**src/rtl/mem_wb_stage.sv**
```systemverilog
// ============================================================================
// Module   : mem_wb_stage
// Brief    : MEM stage (branch/jump redirect, req/ack data-memory access with
//            timeout watchdog) followed by the MEM/WB pipeline register.
// Revision : 1.0 - initial release
// ============================================================================
`default_nettype none

module mem_wb_stage #(
  parameter int          TIMEOUT = 16,
  parameter int          CNT_W   = 5,
  parameter logic [5:0]  OP_BNE  = 6'h05
) (
  input  logic        clk,
  input  logic        rst,
  input  logic        in_RegWrite,
  input  logic        in_Branch,
  input  logic        in_MemtoReg,
  input  logic        in_MemRead,
  input  logic        in_MemWrite,
  input  logic        in_Jump,
  input  logic [5:0]  in_opcode,
  input  logic        in_zero,
  input  logic [4:0]  in_mux,
  input  logic [31:0] in_pc,
  input  logic [31:0] inpc,
  input  logic [31:0] in_alu_out,
  input  logic [31:0] in_rd2,
  input  logic [31:0] in_jump_addr,
  output logic        mem_req,
  output logic        mem_we,
  output logic [31:0] mem_addr,
  output logic [31:0] mem_wdata,
  input  logic        mem_ack,
  input  logic [31:0] mem_rdata,
  output logic        stall,
  output logic        redirect,
  output logic [31:0] next_pc,
  output logic        mem_err,
  output logic        wb_RegWrite,
  output logic        wb_MemtoReg,
  output logic [31:0] wb_alu_out,
  output logic [31:0] wb_rdata,
  output logic [31:0] wb_pc,
  output logic [4:0]  wb_mux
);

  typedef enum logic [1:0] {
    IDLE = 2'd0,
    BUSY = 2'd1
  } state_t;

  state_t             state_q, state_d;
  logic [CNT_W-1:0]   cnt_q, cnt_d;
  logic               mem_err_q, mem_err_d;
  logic               wb_regwrite_q, wb_regwrite_d;
  logic               wb_memtoreg_q, wb_memtoreg_d;
  logic [31:0]        wb_alu_out_q, wb_alu_out_d;
  logic [31:0]        wb_rdata_q, wb_rdata_d;
  logic [31:0]        wb_pc_q, wb_pc_d;
  logic [4:0]         wb_mux_q, wb_mux_d;

  logic               memop;
  logic               req;
  logic               timeout_hit;
  logic               taken;

  assign memop       = in_MemRead | in_MemWrite;
  assign timeout_hit = (cnt_q == CNT_W'(TIMEOUT - 1));

  assign taken    = in_Branch & ((in_opcode == OP_BNE) ? ~in_zero : in_zero);
  assign redirect = taken | in_Jump;
  assign next_pc  = in_Jump ? in_jump_addr : in_pc;

  assign mem_we    = in_MemWrite;
  assign mem_addr  = in_alu_out;
  assign mem_wdata = in_rd2;
  // Qualified by rst so the request vanishes the moment reset asserts.
  assign mem_req   = req & rst;

  always_comb begin
    state_d       = state_q;
    cnt_d         = cnt_q;
    mem_err_d     = mem_err_q;
    wb_regwrite_d = wb_regwrite_q;
    wb_memtoreg_d = wb_memtoreg_q;
    wb_alu_out_d  = wb_alu_out_q;
    wb_rdata_d    = wb_rdata_q;
    wb_pc_d       = wb_pc_q;
    wb_mux_d      = wb_mux_q;
    req           = 1'b0;
    stall         = 1'b0;

    case (state_q)
      IDLE: begin
        if (memop) begin
          req           = 1'b1;
          stall         = 1'b1;
          state_d       = BUSY;
          cnt_d         = '0;
          wb_regwrite_d = 1'b0;
          wb_memtoreg_d = 1'b0;
        end else begin
          wb_regwrite_d = in_RegWrite;
          wb_memtoreg_d = in_MemtoReg;
          wb_alu_out_d  = in_alu_out;
          wb_rdata_d    = '0;
          wb_pc_d       = inpc;
          wb_mux_d      = in_mux;
        end
      end
      BUSY: begin
        req   = 1'b1;
        cnt_d = cnt_q + 1'b1;
        // Ack is checked before the watchdog so a same-cycle ack always wins.
        if (mem_ack) begin
          state_d       = IDLE;
          wb_regwrite_d = in_RegWrite;
          wb_memtoreg_d = in_MemtoReg;
          wb_alu_out_d  = in_alu_out;
          wb_rdata_d    = in_MemRead ? mem_rdata : 32'd0;
          wb_pc_d       = inpc;
          wb_mux_d      = in_mux;
        end else if (timeout_hit) begin
          state_d       = IDLE;
          mem_err_d     = 1'b1;
          wb_regwrite_d = 1'b0;
          wb_memtoreg_d = 1'b0;
        end else begin
          stall         = 1'b1;
          wb_regwrite_d = 1'b0;
          wb_memtoreg_d = 1'b0;
        end
      end
      default: begin
        state_d = IDLE;
      end
    endcase
  end

  always_ff @(posedge clk or negedge rst) begin
    if (!rst) begin
      state_q       <= IDLE;
      cnt_q         <= '0;
      mem_err_q     <= 1'b0;
      wb_regwrite_q <= 1'b0;
      wb_memtoreg_q <= 1'b0;
      wb_alu_out_q  <= '0;
      wb_rdata_q    <= '0;
      wb_pc_q       <= '0;
      wb_mux_q      <= '0;
    end else begin
      state_q       <= state_d;
      cnt_q         <= cnt_d;
      mem_err_q     <= mem_err_d;
      wb_regwrite_q <= wb_regwrite_d;
      wb_memtoreg_q <= wb_memtoreg_d;
      wb_alu_out_q  <= wb_alu_out_d;
      wb_rdata_q    <= wb_rdata_d;
      wb_pc_q       <= wb_pc_d;
      wb_mux_q      <= wb_mux_d;
    end
  end

  assign mem_err     = mem_err_q;
  assign wb_RegWrite = wb_regwrite_q;
  assign wb_MemtoReg = wb_memtoreg_q;
  assign wb_alu_out  = wb_alu_out_q;
  assign wb_rdata    = wb_rdata_q;
  assign wb_pc       = wb_pc_q;
  assign wb_mux      = wb_mux_q;

endmodule

`default_nettype wire

```
**config.mk**
```make
export PLATFORM = sky130hd
export DESIGN_NAME = mem_wb_stage
export DESIGN_NICKNAME = d
export VERILOG_FILES = /design/src/rtl/mem_wb_stage.sv
export SDC_FILE = /design/constraint.sdc
export NUM_CORES = 1
export LEC_CHECK = 0
export CAP_MARGIN = 20
export CORE_AREA = 5 5 159 161
export CTS_CLUSTER_SIZE = 40
export DETAILED_ROUTE_END_ITERATION = 8
export DIE_AREA = 0 0 164 166
export PLACE_DENSITY = 0.68
export RECOVER_POWER = 50
export SLEW_MARGIN = 20
export SYNTH_ARGS = -nofsm -noshare
export SYNTH_HDL_FRONTEND = slang
export SYNTH_SLANG_ARGS = --single-unit
```
**constraint.sdc**
```tcl
create_clock -name clk -period 5 [get_ports clk]
set_input_delay 1.5 -clock clk [delete_from_list [all_inputs] [get_ports clk]]
set_output_delay 1.5 -clock clk [all_outputs]
set_load 0.1 [all_outputs]
```
==> flow_metrics.tcl, run 1 <==
set metrics [dict create \
    clockRootBuffer "clkbuf_16" \
    io_pins 417 \
    postSynthRegisterBits 110 \
    ys_types 30 \
    ctsHoldBuffers 0 \
    drt_iter0_markers 123 \
    internal_power_mw 2.09 \
    slowest_delay_ps 460 \
    hpwl_mm 14.8 \
    crit_chain "clkdlybuf4s50_1 -> buf_4 -> mux2_2 -> buf_12" \
    period_minus_slack_ps 4460 \
    clk_latency_ps 350 \
    yosys-top-cells-count "dfrtp_1 (110), buf_4 (69), mux2_2 (65)" \
    rsz0062_at_grt "no" \
    cts_setup_buffers 0 \
    synth.most_common_cell "dfrtp_1" \
    finalMaxSlewViolations 35 \
    critPathLaunch "in_Jump" \
    gp_congestion 0.947 \
    r2r-start "state_q[0]$_DFFE_PN0P_" \
    startpoint_type "primary input" \
    synthFlopType "dfrtp_1" \
    rows 57 \
    p_leak_nw 3.84 \
    syn_area_per_cell_um2 12.5 \
    wl_per_cell_um 18.2 \
    syn_nets 651 \
    grt_pass1_wl_mm 28.1 \
    finalCritPeriodShare 0.893 \
    cp-endpoint "next_pc[14]" \
    crit_type "in2out" \
    clk_pin_slew_worst_paths_ps 80 \
    r2r_end "wb_alu_out[21]$_DFFE_PN0P_" \
    drt_wl_total_mm 18.9 \
    violations "max-capacitance violations, max-slew violations" \
    ctsHtreeMaxLevel 3 \
    async_flop_share 1.00 \
    ant_nets 0 \
    pwr-share-comb 0.548 \
    crit_family "buffers and inverters" \
    clkSinkCount 110 \
    area_delta_synth_final_pct 69.7 \
    ys_seq_area_frac 0.505 \
    dieArea_um2 27200 \
    cts_buffer_depth 2 \
    cts_buffers 9 \
    crit_buf_inv 3 \
    cp_slowest_cell "clkdlybuf4s50_1" \
    cts_tree "done" \
    maxCapViolations 1 \
    finalSetupViolCount 0 \
    synth_area_leaders "dfrtp_1 (51%), mux2_2 (13%), mux2_4 (9.9%), buf_4 (9.5%), nand4_1 (3.7%)" \
    coreArea_um2 23800 \
    skew_ps 6.67 \
    synth_edf_count 0 \
    grt_usage 0.136 \
    grt_max_degree 58 \
    finalHoldViolations 0 \
    hold_class "reg2reg" \
    seqPwrFrac 0.275 \
    irDropWorstVdd_uv 183 \
    powerDensity_nw_per_um2 451 \
    switching_share 0.499 \
    die_height_um 166 \
    netlist.area_leader.share 0.505 \
    drc 0 \
    finalWorstSetupSlack_ps 536 \
    crit_fanout 33 \
    arrival_ps 2960 \
    worstPathRequired_ps 3500 \
    cts-resized-gates 0 \
    reg2reg_slack_ps 2010 \
    clock_power_share 0.177 \
    io_buffers 352 \
    nNetsFinal 928 \
    start_util 0.229 \
    final_util 0.388 \
    r2r_cells 4 \
    grt_remaining_overflow 0 \
    cp-end-kind "primary output" \
    grt_pass1_vias 4463 \
    p_switching_mw 2.08 \
    drt_pass1_iterations 4 \
    netlist_instances 436 \
    yosys_warnings 0 \
    antenna_found_initial 1 \
    crit_cells 4 \
    tightest_slew_ps 1780 \
    synth_largest_area_cell "dfrtp_1" \
    die_x_um 164 \
    vias 4184 \
    viasPerCell 4.01 \
    tns_ps 0 \
    syn_area_um2 5450 \
    dp_slack_ps 563 \
    slew-limit-headroom -0.187 \
    fmax_ghz 0.224 \
    status "finished, violations left" \
    drive_above_1_share 0.255 \
]
==> metrics by stage <==
step / instance area, um2 / std cells / hold WS (ps) / power, mW
global route: 9250 / 1042 / 506 / 4.32
detailed placement: 9010 / 1026 / 470 / 3.48
global placement: 9010 / 1026 / 470 / 3.47
CTS: 9310 / 1042 / 494 / 4.25
finish: 9250 / 1043 / 481 / 4.17
floorplan: 5460 / 436 / 478 / 2.95
==> power by group through the flow <==
stage | Combinational [mW] | Sequential [mW] | Clock (mW)
floorplan | 0.723 | 2.23 | 0
global placement | 2.31 | 1.16 | 0
CTS | 2.32 | 1.15 | 0.780
finish | 2.28 | 1.15 | 0.737
global route | 2.34 | 1.17 | 0.802
detailed placement | 2.32 | 1.17 | 0
==> placed cells by master, fill, tap and decap left out, types with 3 or more instances in the layout <==
cell             count
mux2i_1              3
nor2_1               3
mux2_2              65
o21ai_0             34
clkbuf_16            9
mux2_1              11
nand2_1              8
buf_12              36
inv_1               33
nand4_1             32
buf_4               36
clkbuf_1             5
mux2_4              25
clkdlybuf4s50_1    280
dfrtp_1            109
==> worst register-to-register path: stages, from the launching register on <==
cell	delay, ps
dfrtp_2	740
nor3_1	590
a21o_4	460
clkbuf_2	670
mux2_2	420
==> sequential cells by signal (all words and copies together), names as in the netlist <==
register and cells:
cnt_q 5, mem_err 1, state_q 1, wb_MemtoReg 1, wb_RegWrite 1, wb_alu_out 32, wb_mux 5, wb_pc 32
wb_rdata 32
==> area by class of cell <==
type                            count  area, um2
Fill cell                        2375      14600
Timing Repair Buffer              359       3830
Sequential cell                   110       2750
Multi-Input combinational cell    200       1830
Tap cell                          324        405
Clock buffer                       12        246
Inverter                           33        124
Clock inverter                      4       53.8
Antenna cell                        1       2.50
==> layer usage <==
layer | GRT usage | share of wire
met4 | 0.0332 | 0.013
met2 | 0.230 | 0.50
met3 | 0.0447 | 0.074
met1 | 0.167 | 0.41
met5 | 0 | 0
==> worst min-delay path by stage <==
stage	start	to	slack (ps)	depth (start not counted)
final	mem_err$_DFFE_PN0P_	mem_err$_DFFE_PN0P_	480	1
after CTS	mem_err$_DFFE_PN0P_	mem_err$_DFFE_PN0P_	490	1
after global routing	wb_pc[10]$_DFFE_PN0P_	wb_pc[10]$_DFFE_PN0P_	510	1
after detailed placement	mem_err$_DFFE_PN0P_	mem_err$_DFFE_PN0P_	470	1
after floorplan	cnt_q[0]$_DFFE_PN0P_	cnt_q[0]$_DFFE_PN0P_	480	1
after global placement	mem_err$_DFFE_PN0P_	mem_err$_DFFE_PN0P_	470	1
==> kinds of logic after synthesis <==
| family | Yosys count | synth area share |
|---|---|---|
| buffers and inverters | 126 | 0.150 |
| flip-flops | 110 | 0.505 |
| multiplexers | 104 | 0.239 |
| AND/OR/NAND/NOR | 53 | 0.0581 |
| AO/OA/AOI/OAI | 39 | 0.0395 |
| XOR/XNOR | 2 | 0.00322 |
| adder cells (fa/ha/maj) | 2 | 0.00459 |
Note: power is estimated with default switching activity, not from simulation.
==> inputs of run 2 (changes only) <==
Settings changed: CAP_MARGIN 20 to 10.
==> results of run 2 <==
No change in the layout: final DEF, timing and power equal those of run 1.
==> edit 1: new RTL, flow settings as in run 2 <==
The parameter `TIMEOUT` goes from 16 to 15.
--- a/src/rtl/mem_wb_stage.sv
+++ b/src/rtl/mem_wb_stage.sv
@@ -8,5 +8,5 @@
 
 module mem_wb_stage #(
-  parameter int          TIMEOUT = 16,
+  parameter int          TIMEOUT = 15,
   parameter int          CNT_W   = 5,
   parameter logic [5:0]  OP_BNE  = 6'h05
Behaviour: same outputs for any inputs over 4 cycles, from zero or initial values and one cycle with rst low; that may be too few to reach the edited logic, so the function may still have changed.
==> edit 1 against run 2 <==
  * The run still ends with capacitance limit, slew limit left
  * Synthesized area decreased by 2.5%
  * Total power increased by 0.92%
  * Count of clock-buffer cells in the layout decreased by 3
  * Sequential cell count unchanged
  * Worst setup slack improved by 0.035 ns
  * Die area unchanged
  * Highest routed layer is now met5
  * Combinational power increased by 3%
  * Routed wire length increased by 2.5%
  * Design area decreased by 1.1%
==> edit 1: results (changes against run 2) <==
- Worst setup slack for register-to-register paths: 2.36 ns (+0.35 ns)
- Largest cells by area after synthesis: dfrtp_1, mux2_2, buf_4
- Ratio of cells with drive above 1 in the final layout: 25.3% (-0.14 points)
- Arrival @ worst endpoint: 2.93 ns (-0.03 ns)
- Post-synth cell types: 30 (unchanged)
- Most frequently used flop master after synthesis: dfrtp_1
- Clock transition at the registers of the reported paths: 0.08 ns (about the same)
- Max Slew Vio Count: 116 (+230%)
- Half-perimeter wire length of the detailed placement result: 15900 µm (+7.7%)
- Final Hold Slack: 0.478 ns (-0.00337 ns)
- Global placer's final weighted congestion: 0.737 (-22%)
- Number of maximum-capacitance violations: 3 (+2)
- Crit. Startpoint: in_Jump
- Leakage: 3.76 nW (-2.1%)
- Beginning of the worst hold path: mem_err
- Drt via density: 4.15 (+3.5%)
- Number of design-rule violations left by the first detailed-router iteration: 163 (+33%)
- Worst reg2reg endpoint: wb_alu_out[16]
- Failing checks: capacitance limit, slew limit
- Compound-Gate Fraction of Synth Area: 4.22% (+0.27 points)
- Relative contribution of the clock network to total power: 16.8% (-0.9 points)
- Met2 global-route usage: 25.4% (+2.4 points)
- Final-layout fill cell count: 2382 (+0.29%)
- Routed wire length per instance: 18.6 µm (+2.6%)
- Logic pwr share: 55.9% (+1.1 points)
- Ranking of synthesized cells by instance count: dfrtp_1, mux2_2, buf_4
- Global-route wire length before repair: 28700 µm (+2.1%)
- Fraction of power spent switching nets: 51.9% (+2.0 points)
- Pin count of the biggest net entering global routing: 67 (+16%)
- Number of global-route vias before repair: 4695 (+5.2%)
- Result of the run: finished, violations left
- Cell depth of the worst flop-to-flop path: 5 (+1)
- N_diodes: 0 (-1)
- Antenna violations before repair: 2 (+1)
- Met3 Use GR: 6.03% (+1.6 points)
- M1 GR Usage: 13.4% (-3.3 points)
- Net count of the mapped netlist: 650 (-0.15%)
- Final net count: 928 (unchanged)
- Fraction of the mapped netlist area in adder cells: 0.471% (+0.012 points)
- XOR/XNOR share of the synthesized area: 0.165% (-0.16 points)
- Max transition margin: -76.9% (-58 points)
- Post-synthesis sequential area ratio: 51.8% (+1.3 points)
- Worst setup path end: next_pc[26]
- Clock Skews: 0.00835 ns (+0.00168 ns)
- IR drop worst, VDD: 205 µV (+12%)
- Global Route Usage Sum: 13.9% (+0.36 points)
- Multiplexer share of the synthesized area: 22.6% (-1.3 points)
-- edit 1: metrics by stage --
stage               std cells  cell area (µm²)  power, mW  worst slack (ns)
finish                   1042             9150       4.20             0.571
global route             1042             9150       4.37             0.290
CTS                      1042             9220       4.32             0.557
detailed placement       1026             8930       3.59             0.551
global placement         1026             8930       3.58             0.569
floorplan                 435             5320       3.01             0.288
-- edit 1: area by class of cell --
class,instances,area [µm²],area share [%]
clock buffers,9,225,2.46
clock inverters,7,66.3,0.725
inverters,35,131,1.44
multi-input cells,197,1730,18.9
flip-flops and latches,110,2750,30.1
well taps,324,405,4.43
repair buffers,360,3840,41.9
-- edit 1: critical path, cell delays in order --
cell	delay (ns)
clkdlybuf4s50_1	0.45
buf_4	0.36
mux2_2	0.42
buf_12	0.17
-- edit 1: routing by layer --
layer	wire, µm	up-vias
met5	30	-
met3	2120	44
met1	6480	2042
met2	10000	250
li1	-	1987
met4	784	4
==> edit 2: new RTL, flow settings as in run 2 <==
Without the edit above. Reset style: synchronous (`rst`), changed in one clocked block.
--- a/src/rtl/mem_wb_stage.sv
+++ b/src/rtl/mem_wb_stage.sv
@@ -139,5 +139,5 @@
   end
 
-  always_ff @(posedge clk or negedge rst) begin
+  always_ff @(posedge clk) begin
     if (!rst) begin
       state_q       <= IDLE;
Formal check against the unedited RTL: differs if rst is asserted again (counterexample within 4 cycles, from zero or initial values and one cycle with rst low); with rst held inactive, the same outputs for 4 cycles.
==> edit 2 against run 2 <==
  * The flow still finishes with violations (capacitance limit, slew limit)
  * Maximum frequency rose by 0.63%
  * Design area down 3.5%
  * Final cell count rose by 7.8%
  * Worst setup slack improved by 0.028 ns
  * Non-clock buffer count unchanged
  * Critical path depth unchanged
  * Total power down 30%
  * Synthesized area is 8.1% lower
  * Via count increased by 11%
  * Sequential cell count unchanged
  * Die area unchanged
  * Routed wire length grew 7.3%
  * Largest cell class unchanged
  * Highest routed layer unchanged
==> edit 2: results (changes against run 2) <==
- End point of the most critical hold path: wb_alu_out[13]
- Number of maximum-capacitance violations: 2 (+1)
- Power density relative to cell area: 326 nW/µm² (-28%)
- XOR/XNOR share of the synthesized area: 0.175% (-0.15 points)
- Placement-stage cell area: 8620 µm² (-4.3%)
- IR drop worst, VDD: 145 µV (-21%)
- Max transition margin: -58.8% (-40 points)
- Max Slew Vio Count: 66 (+89%)
- Half-perimeter wire length of the detailed placement result: 16900 µm (+14%)
- Worst setup slack for register-to-register paths: 1.61 ns (-0.40 ns)
- Beginning of the worst hold path: wb_alu_out[13]
- R2r startpoint: state_q[0]
- Worst reg2reg endpoint: wb_alu_out[11]
- Share of synthesized flip-flops with an asynchronous set or reset: 0% (-100 points)
- Routed wire length per instance: 18.1 µm (-0.41%)
- Compound-Gate Fraction of Synth Area: 7.22% (+3.3 points)
- Clock buffer count: 10 (-2)
- Pin count of the biggest net entering global routing: 75 (+29%)
- Leakage: 3.76 nW (-2.0%)
- Final net count: 1010 (+8.8%)
- Seq area share: 24.7% (-5.1 points)
- Global-route wire length before repair: 28900 µm (+2.7%)
- Number of global-route vias before repair: 4728 (+5.9%)
- Most frequently used flop master after synthesis: dfxtp_1
- Number of cells on the worst hold path: 2 (+1)
- Drt via density: 4.12 (+2.8%)
- Count of flip-flops and latches: 110 (unchanged)
- Final Hold Slack: 0.456 ns (-0.0245 ns)
- Failing checks: capacitance limit, slew limit
- Non-Clock Inverter Count: 3 (-91%)
- Fraction of the mapped netlist area in adder cells: 0.500% (+0.040 points)
- N_diodes: 0 (-1)
- Non-clock buffer area fraction after layout: 42.9% (+1.5 points)
- Number of design-rule violations left by the first detailed-router iteration: 190 (+54%)
- Result of the run: finished, violations left
- Ranking of synthesized cells by instance count: nand2_1, dfxtp_1, mux2i_1
- Footprint of the multi-input gates: 2150 µm² (+17%)
- Antenna violations before repair: 0 (-1)
- Clock Skews: 0.00913 ns (+0.00246 ns)
- Net count of the mapped netlist: 742 (+14%)
- Max Fclk: 0.225 GHz (+0.63%)
- Largest cells by area after synthesis: dfxtp_1, mux2i_1, nand2_1
- Worst setup path end: next_pc[19]
- Global Route Usage Sum: 14.1% (+0.52 points)
- Mean Syn Cell Area: 9.50 µm² (-24%)
- Final Instance Count excl. Fillers: 1124 (+7.8%)
- Post-synthesis sequential area ratio: 44.0% (-6.5 points)
==> edit 2: cell types whose count changed after synthesis, sizes merged, moves of 14 or more <==
cell    delta
a22o      +32
clkbuf    +14
nand2    +132
dfrtp    -110
dfxtp    +110
nand4     -31
o21ai     -34
mux2      -69
inv       -30
mux2i     +66
==> edit 2: kinds of logic (layout without fill, tap and decap cells) <==
family,count (synthesis),count (layout)
flip-flops,110,110
adder cells (fa/ha/maj),2,2
XOR/XNOR,1,1
AO/OA/AOI/OAI,44,44
multiplexers,101,101
buffers and inverters,105,378
AND/OR/NAND/NOR,164,164
==> edit 2: per-layer routing <==
metal	global-route usage [%]	wire, µm	up-vias
met3	5.83	2130	40
met5	0	0	-
li1	-	-	2239
met1	12.6	6550	2109
met2	26.9	10900	248
met4	6.64	799	0
==> edit 2: report_power, final <==
part,internal (mW),total [mW],switching [mW]
registers,0.925,0.952,0.0270
logic,0.377,1.18,0.802
clock network,0.417,0.779,0.362
total,1.72,2.91,1.19
